==> src/rtl/sha_256_pkg.sv <==
// Shared constants and types for the SHA-256 front end.
// Imported by the padder and its block buffer.
package sha_256_pkg;

  localparam int BLOCK_W         = 512;
  localparam int BYTES_PER_BLOCK = 64;
  localparam int LEN_BYTE_OFS    = 56;
  localparam logic [7:0] PAD_BYTE = 8'h80;

  typedef enum logic [1:0] {
    ST_FILL,
    ST_SEND_DATA,
    ST_SEND_PAD,
    ST_SEND_FINAL
  } pad_state_e;

endpackage

==> src/rtl/sha_256_pad_buffer.sv <==
// 512-bit byte-addressed block register for the padder.
// Byte 0 sits in the most significant byte of the block.
module sha_256_pad_buffer
  import sha_256_pkg::*;
(
  input  logic               clk,
  input  logic               rst,
  input  logic               clr,
  input  logic               wr_en,
  input  logic [5:0]         wr_idx,
  input  logic [7:0]         wr_byte,
  input  logic               pad_en,
  input  logic [5:0]         pad_idx,
  input  logic               len_en,
  input  logic [63:0]        len_val,
  output logic [BLOCK_W-1:0] data
);

  logic [BYTES_PER_BLOCK-1:0][7:0] buf_q;
  logic [BYTES_PER_BLOCK-1:0][7:0] buf_d;

  // Byte i lives at packed slot 63-i, i.e. ~i.
  always_comb begin
    buf_d = buf_q;
    if (clr) begin
      buf_d = '0;
    end
    if (wr_en) begin
      buf_d[~wr_idx] = wr_byte;
    end
    if (pad_en) begin
      buf_d[~pad_idx] = PAD_BYTE;
    end
    if (len_en) begin
      buf_d[7:0] = len_val;
    end
  end

  always_ff @(posedge clk or posedge rst) begin
    if (rst) begin
      buf_q <= '0;
    end else begin
      buf_q <= buf_d;
    end
  end

  assign data = buf_q;

endmodule

==> src/rtl/sha_256_padder.sv <==
// FIPS 180-4 message padder: byte stream in, 512-bit blocks out.
// Owns the FSM, byte index, bit length and both handshakes.
module sha_256_padder
  import sha_256_pkg::*;
#(
  parameter int LEN_W = 64
) (
  input  logic               clk,
  input  logic               rst,
  input  logic               in_valid,
  output logic               in_ready,
  input  logic [7:0]         in_data,
  input  logic               in_last,
  input  logic               in_keep,
  output logic               blk_valid,
  input  logic               blk_ready,
  output logic [BLOCK_W-1:0] blk_data,
  output logic               blk_first,
  output logic               blk_last
);

  pad_state_e state_q, state_d;
  logic [5:0]       idx_q, idx_d;
  logic [LEN_W-1:0] len_q, len_d;
  logic             pend80_q, pend80_d;
  logic             first_q, first_d;
  logic             in_ready_q, in_ready_d;
  logic             blk_valid_q, blk_valid_d;

  logic             clr;
  logic             wr_en;
  logic             pad_en;
  logic [5:0]       pad_idx;
  logic             len_en;
  logic [63:0]      len_ins;
  logic             in_fire;
  logic             blk_fire;
  logic             counted;
  logic [6:0]       n;
  logic [LEN_W-1:0] len_inc;

  assign in_fire  = in_valid & in_ready_q;
  assign blk_fire = blk_valid_q & blk_ready;
  assign counted  = ~in_last | in_keep;
  assign n        = {1'b0, idx_q} + 7'(counted);
  assign len_inc  = len_q + (counted ? LEN_W'(8) : '0);

  always_comb begin
    state_d  = state_q;
    idx_d    = idx_q;
    len_d    = len_q;
    pend80_d = pend80_q;
    first_d  = first_q;
    clr      = 1'b0;
    wr_en    = 1'b0;
    pad_en   = 1'b0;
    pad_idx  = '0;
    len_en   = 1'b0;
    len_ins  = 64'(len_q);
    unique case (state_q)
      ST_FILL: begin
        if (in_fire) begin
          wr_en = counted;
          idx_d = n[5:0];
          len_d = len_inc;
          if (!in_last) begin
            if (n == 7'd64) begin
              state_d = ST_SEND_DATA;
            end
          end else if (n <= 7'd55) begin
            pad_en  = 1'b1;
            pad_idx = n[5:0];
            len_en  = 1'b1;
            len_ins = 64'(len_inc);
            state_d = ST_SEND_FINAL;
          end else if (n < 7'd64) begin
            pad_en  = 1'b1;
            pad_idx = n[5:0];
            state_d = ST_SEND_PAD;
          end else begin
            pend80_d = 1'b1;
            state_d  = ST_SEND_PAD;
          end
        end
      end
      ST_SEND_DATA: begin
        if (blk_fire) begin
          clr     = 1'b1;
          idx_d   = '0;
          first_d = 1'b0;
          state_d = ST_FILL;
        end
      end
      ST_SEND_PAD: begin
        // Clear and rebuild as the closing length block.
        if (blk_fire) begin
          clr     = 1'b1;
          pad_en  = pend80_q;
          len_en  = 1'b1;
          first_d = 1'b0;
          state_d = ST_SEND_FINAL;
        end
      end
      ST_SEND_FINAL: begin
        if (blk_fire) begin
          clr      = 1'b1;
          idx_d    = '0;
          len_d    = '0;
          first_d  = 1'b1;
          pend80_d = 1'b0;
          state_d  = ST_FILL;
        end
      end
      default: begin
        state_d = ST_FILL;
      end
    endcase
    in_ready_d  = (state_d == ST_FILL);
    blk_valid_d = (state_d != ST_FILL);
  end

  always_ff @(posedge clk or posedge rst) begin
    if (rst) begin
      state_q     <= ST_FILL;
      idx_q       <= '0;
      len_q       <= '0;
      pend80_q    <= 1'b0;
      first_q     <= 1'b1;
      in_ready_q  <= 1'b0;
      blk_valid_q <= 1'b0;
    end else begin
      state_q     <= state_d;
      idx_q       <= idx_d;
      len_q       <= len_d;
      pend80_q    <= pend80_d;
      first_q     <= first_d;
      in_ready_q  <= in_ready_d;
      blk_valid_q <= blk_valid_d;
    end
  end

  sha_256_pad_buffer u_buf (
    .clk     (clk),
    .rst     (rst),
    .clr     (clr),
    .wr_en   (wr_en),
    .wr_idx  (idx_q),
    .wr_byte (in_data),
    .pad_en  (pad_en),
    .pad_idx (pad_idx),
    .len_en  (len_en),
    .len_val (len_ins),
    .data    (blk_data)
  );

  assign in_ready  = in_ready_q;
  assign blk_valid = blk_valid_q;
  assign blk_first = blk_valid_q & first_q;
  assign blk_last  = blk_valid_q & (state_q == ST_SEND_FINAL);

endmodule

==> config.mk <==
export PLATFORM = sky130hd
export DESIGN_NAME = sha_256_padder
export DESIGN_NICKNAME = d
export VERILOG_FILES = /design/src/rtl/sha_256_pkg.sv /design/src/rtl/sha_256_pad_buffer.sv /design/src/rtl/sha_256_padder.sv
export SDC_FILE = /design/constraint.sdc
export NUM_CORES = 2
export LEC_CHECK = 0
export BUFFER_PORTS_ARGS = -buffer_cell sky130_fd_sc_hd__buf_2
export CORE_ASPECT_RATIO = 1.25
export CORE_MARGIN = 2
export CORE_UTILIZATION = 56
export DETAILED_ROUTE_END_ITERATION = 8
export PLACE_DENSITY = 0.91
export SYNTH_ARGS = -nofsm -noshare
export SYNTH_HDL_FRONTEND = slang
export SYNTH_SLANG_ARGS = --single-unit
==> constraint.sdc <==
create_clock -name clk -period 24.6 [get_ports clk]
set_input_delay 4.92 -clock clk [delete_from_list [all_inputs] [get_ports clk]]
set_output_delay 4.92 -clock clk [all_outputs]
set_load 0.005 [all_outputs]
---- Yosys cells after proc, flatten, opt, wreduce, memory -nomap -nowiden ----
Index checks and enable logic that the tools add are counted.
storage, ports and cells
  flip-flop bits (word level) ............. 588
  input bits .............................. 14
  output and inout port bits .............. 516
  word-level logic and storage cells ...... 170
cells by class
  multiplexer cells ....................... 54
  order comparisons ....................... 6
  reduce and logical (&&, ||, !) cells .... 15
  equality and inequality tests ........... 11
  bitwise operators ....................... 11
  add/sub/neg operators ................... 2
operator list
  kind                                                                               number
  512-bit 2-to-1 mux                                                                 3
  512-bit bitwise mux                                                                1
  448-bit bitwise AND                                                                1
  64-bit 2-to-1 mux                                                                  7
  448-bit inverter                                                                   1
  64-bit one-hot mux with 2 select lines                                             1
  8-bit demux with 6-bit select                                                      2
  64-bit by 4-bit adder with 64-bit output                                           1
  64-bit bitwise OR                                                                  1
  6-bit 2-to-1 mux                                                                   7
  1-bit 2-to-1 mux                                                                   19
  8-bit 2-to-1 mux                                                                   2
  6-bit by 7-bit < comparator with 1-bit output (second input constant)              2
  6-bit by 1-bit >= comparator with 1-bit output (second input constant)             2
  6-bit inverter                                                                     2
  6-bit one-hot mux with 2 select lines                                              1
  2-bit 2-to-1 mux                                                                   5
  2-bit inequality test (second input constant)                                      5
  3-bit AND reduction                                                                3
  1-bit one-hot mux with 2 select lines                                              4
  2-bit nonzero test                                                                 4
  6-bit by 1-bit adder with 7-bit output                                             1
  7-bit == test (second input constant)                                              1
  7-bit by 6-bit less-or-equal comparator with 1-bit output (second input constant)  1
  other kinds (14)                                                                   22

---- Depth between registers and ports, before layout ----
  depth after elaboration ................. 18
  depth in mapped cells ................... 13
  mapped depth without buffers ............ 10

---- Cells and area by module ----
From an unflattened synthesis, not the netlist that was laid out.
unflattened totals
  cell total of the unflattened synthesis .. 3242
  area total of the unflattened synthesis .. 30185.2 um^2
modules (own cells, without submodules)
  module              area each (um^2)  times used  cells an instance  sequential area each (um^2)
  sha_256_pad_buffer  24817.6           1           2581               12812.3
  sha_256_padder      5367.6            1           661                1828.0

---- Least setup slack after synthesis ----
Ideal clock, no wire load.
  kind .................................... input-to-reg
  start point ............................. input port in_last
  end point ............................... register u_buf.buf_q, in the netlist u_buf.data[8]
  path buffers ............................ 3
  path slack .............................. 17.050 ns
  library setup time ...................... 0.126 ns
  required time ........................... 24.474 ns
  stages .................................. 13
  arrival time ............................ 7.424 ns
  path through ............................ nor2b_1 -> inv_1 -> ha_1 -> ha_1 -> clkbuf_1 -> nand3_1 -> xor2_1 -> a211o_1 -> buf_2 -> a21oi_2 -> buf_2 -> a21o_1 -> a221o_1
RTL lines
  element               RTL line                  source
  start, declared       sha_256_padder.sv:13      input logic in_last,
  end signal, assigned  sha_256_pad_buffer.sv:43  buf_q <= buf_d;
  end, declared         sha_256_pad_buffer.sv:19  logic [BYTES_PER_BLOCK-1:0][7:0] buf_q;

==> out/results.ini <==
[run_status]
status = finished, final reports clean

[timing]
achievable-frequency_mhz = 109.2
final-max-slew-violation-count = 0
fin_worst_skew_ps = 15.01
finalSetupViolCount = 0
finalWorstPathRequiredPeriod_ps = 9155
max_slew_margin = 0.1284
slew_at_the_pin_closest_to_its_max_slew_limit_ps = 1303
setup_repair_after_global_routing_missed_its_margin = no
final-hold-violation-count = 0
fin_setup_tns_ps = 0
min_period_over_period = 0.3721

[placed_design]
detailedPlacementHpwl_um = 70960
io_buffers = 529
dpl.cell_count = 4233
placed_cell_area_um2 = 30810
finalWeightedCongestion = 0.9839

[logic_synthesis]
seq_area_frac_synth = 0.5261
yosys-top-cells-area = sky130_fd_sc_hd__dfrtp_1 (53%), sky130_fd_sc_hd__a21oi_1 (8.9%), sky130_fd_sc_hd__nand3_1 (8.7%)
synth_top_cell_by_area = sky130_fd_sc_hd__dfrtp_1
yosysWarningCount = 0
avg_inst_size_synth_um2 = 8.609
synth_top_cell_area_share = 0.5252
synth_nets = 3254
async_flop_share = 1.000
synth_cells = 3232
synth_area_um2 = 27830
synth_top_flop_cell = sky130_fd_sc_hd__dfrtp_1
ys_ff_latch = 585
ys_types = 69
synth-edff-count = 0

[setup_path]
crit_path_end_kind = flip-flop
worst_path_depth = 10
critical_path_peak_fanout = 61
cpPeakStageDelay_ps = 970
critical_path_arrival_ps = 9630
cp.required_ps = 25070
cp_num_buf_inv = 2
cpMaxStageDelayCell = sky130_fd_sc_hd__nand2_2
worstPathCellList = buf_2 > nor2b_1 > inv_1 > ha_1 > ha_1 > nand2_1 > nor2_1 > nor2_1 > nand2_2 > o311ai_0
worst-setup-path-type = in2reg
rr_worst_depth = 8
crit_path_leading_delay_family = simple AND/OR/NAND/NOR gates
startpoint_type_of_the_worst_setup_path = input port

[finish]
final_util = 0.6634
layout_common_cells = sky130_fd_sc_hd__nand2_1 (637), sky130_fd_sc_hd__dfrtp_1 (584), sky130_fd_sc_hd__buf_2 (529)
areaGrowthSynthToFinish_pct = 17.28
most_common_cell_after_layout_fill_and_taps_aside = sky130_fd_sc_hd__nand2_1
fin_area_um2 = 32630
final_layout_size_suffix_gt1_frac = 0.1944
post_layout_nonfiller_instances = 4338
final_net_count = 3661

[hold_path]
whs_path_depth = 2
min-delay-path-class = reg2reg

[routing]
via_count_of_the_routed_design = 29012
ant_nets_after_route = 0
wirelength_um = 110100
dr.pass1.iters = 9
post-route-drc-count = 0
vias_per_cell = 6.688
dr.first_iter.drc_count = 4245
routed_wire_length_per_instance_um = 25.38

[floorplan]
fp.dieArea_um2 = 51500
chipHeight_um = 253.2
start_util = 0.5657
num_io_pins = 530
std_cell_rows = 91
die-width_um = 203.4
placeable_area_um2 = 49190

[pwr]
peakVddDrop_uv = 69.63
power_report.internal_total_w = 0.001624
net_sw_frac = 0.3371
power.clock.fraction = 0.353
sequentialPowerShare = 0.434
static_leak_nw = 15.89
combPwrFrac = 0.213
power_switching_w = 0.0008259
power_density_nw_per_um2 = 75.07

[clock_network]
cts_tree = done
htree_levels = 2
clock-sinks = 585
post_cts_buffers = 0
clock_root_buffer = sky130_fd_sc_hd__clkbuf_16
clk_buf_depth = 3
path_clk_slew_ps = 60
cts_made_buffers = 55
clkLatencyLatePin_ps = 630
cts_hold_buffers = 0
post_cts.resized_instances = 0

[run]
cap_viol_max_count = 0

[global_route]
via_count_of_the_first_global_routing_pass = 27064
groute.usage.overall = 0.4118
gr_overflow_total = 0
antenna_found_initial = 4
grt_pass1_wl_um = 161500
maximum_number_of_pins_on_one_net_before_global_route_repair = 219

-- cell usage after synthesis, drive strengths merged (3+ instances only) --
| library cell | instances |
|---|---|
| a211o | 47 |
| a211oi | 21 |
| a21o | 16 |
| a21oi | 495 |
| a221o | 8 |
| a221oi | 9 |
| a311oi | 3 |
| a31o | 3 |
| a31oi | 9 |
| and2 | 18 |
| and3 | 69 |
| and3b | 3 |
| and4 | 7 |
| buf | 34 |
| clkbuf | 186 |
| dfrtp | 584 |
| ha | 8 |
| inv | 19 |
| nand2 | 638 |
| nand2b | 4 |
| nand3 | 486 |
| nand3b | 10 |
| nand4 | 25 |
| nor2 | 211 |
| nor2b | 3 |
| nor3 | 34 |
| nor3b | 3 |
| nor4 | 25 |
| o211a | 3 |
| o211ai | 6 |
| o21ai | 116 |
| o221a | 4 |
| o22ai | 23 |
| o311ai | 15 |
| o31ai | 22 |
| or2 | 6 |
| or3 | 11 |
| or3b | 3 |
| xnor2 | 17 |
| xor2 | 12 |
-- area by class of cell --
cell class	instances	area, um2
clock inverters	21	165.2
flip-flops and latches	585	14640
clock buffers	81	1645
inverters	19	78.83
fillers	3819	16550
well taps	651	814.5
multi-input cells	2408	12300
repair buffers	570	2980
diodes	3	7.507
-- power groups by stage --
stage               Clock, W  Sequential, W  Combinational [W]
finish              0.000864        0.00106           0.000523
global route        0.000897        0.00107           0.000549
CTS                 0.000861        0.00106           0.000504
detailed placement         0        0.00108           0.000501
global placement           0        0.00107           0.000493
floorplan                  0        0.00106           0.000325
-- cells by family after synthesis --
logic type	after synthesis	synth area share
mux	3	0.001259
fa+ha+maj	8	0.003597
simple gates	1558	0.2570
flops	585	0.5261
buf+inv	239	0.03399
compound gates	810	0.1688
xor+xnor	29	0.009128
-- registers in the layout, indices dropped and copies added (netlist names) --
signal      cells
idx_q           6
blk_valid       1
pend80_q        1
len_q          61
state_q         2
u_buf.data    512
in_ready        1
first_q         1
-- tightest hold or removal path, cell delays in order (launching register included) --
cell and delay (ps):
sky130_fd_sc_hd__dfstp_2 370, sky130_fd_sc_hd__nand2_1 50, sky130_fd_sc_hd__nand2_1 50
-- stage by stage --
stage          setup slack [ps]  total power (W)  hold WS, ps
2_1_floorplan              3312         0.001385        436.0
3_3_place_gp              15360         0.001568        449.0
3_5_place_dp              15040         0.001576        470.8
4_1_cts                   15650         0.002423        481.0
5_1_grt                   15120         0.002511        496.7
6_report                  15450         0.002450        471.5
-- metal layers --
layer | vias up | global-route usage | part of all wire
li1 | 12203 | - | -
met1 | 13684 | 0.4955 | 0.33
met2 | 2478 | 0.6246 | 0.45
met3 | 643 | 0.1133 | 0.13
met4 | 4 | 0.3264 | 0.090
met5 | - | 0 | 0.00025
-- final timing paths --
check                                      from                         to  slack [ps]
min reg2reg                 first_q$_DFFE_PP1P_        first_q$_DFFE_PP1P_         470
min                         first_q$_DFFE_PP1P_        first_q$_DFFE_PP1P_         470
min in group asynchronous                   rst  u_buf.data[379]$_DFF_PP0_        4420
max in group asynchronous                   rst   u_buf.data[35]$_DFF_PP0_       17650
max                                     in_last   u_buf.data[37]$_DFF_PP0_       15450
max reg2reg                state_q[0]$_DFF_PP0_  u_buf.data[345]$_DFF_PP0_       20420
Power figures use the tool's default switching activity.
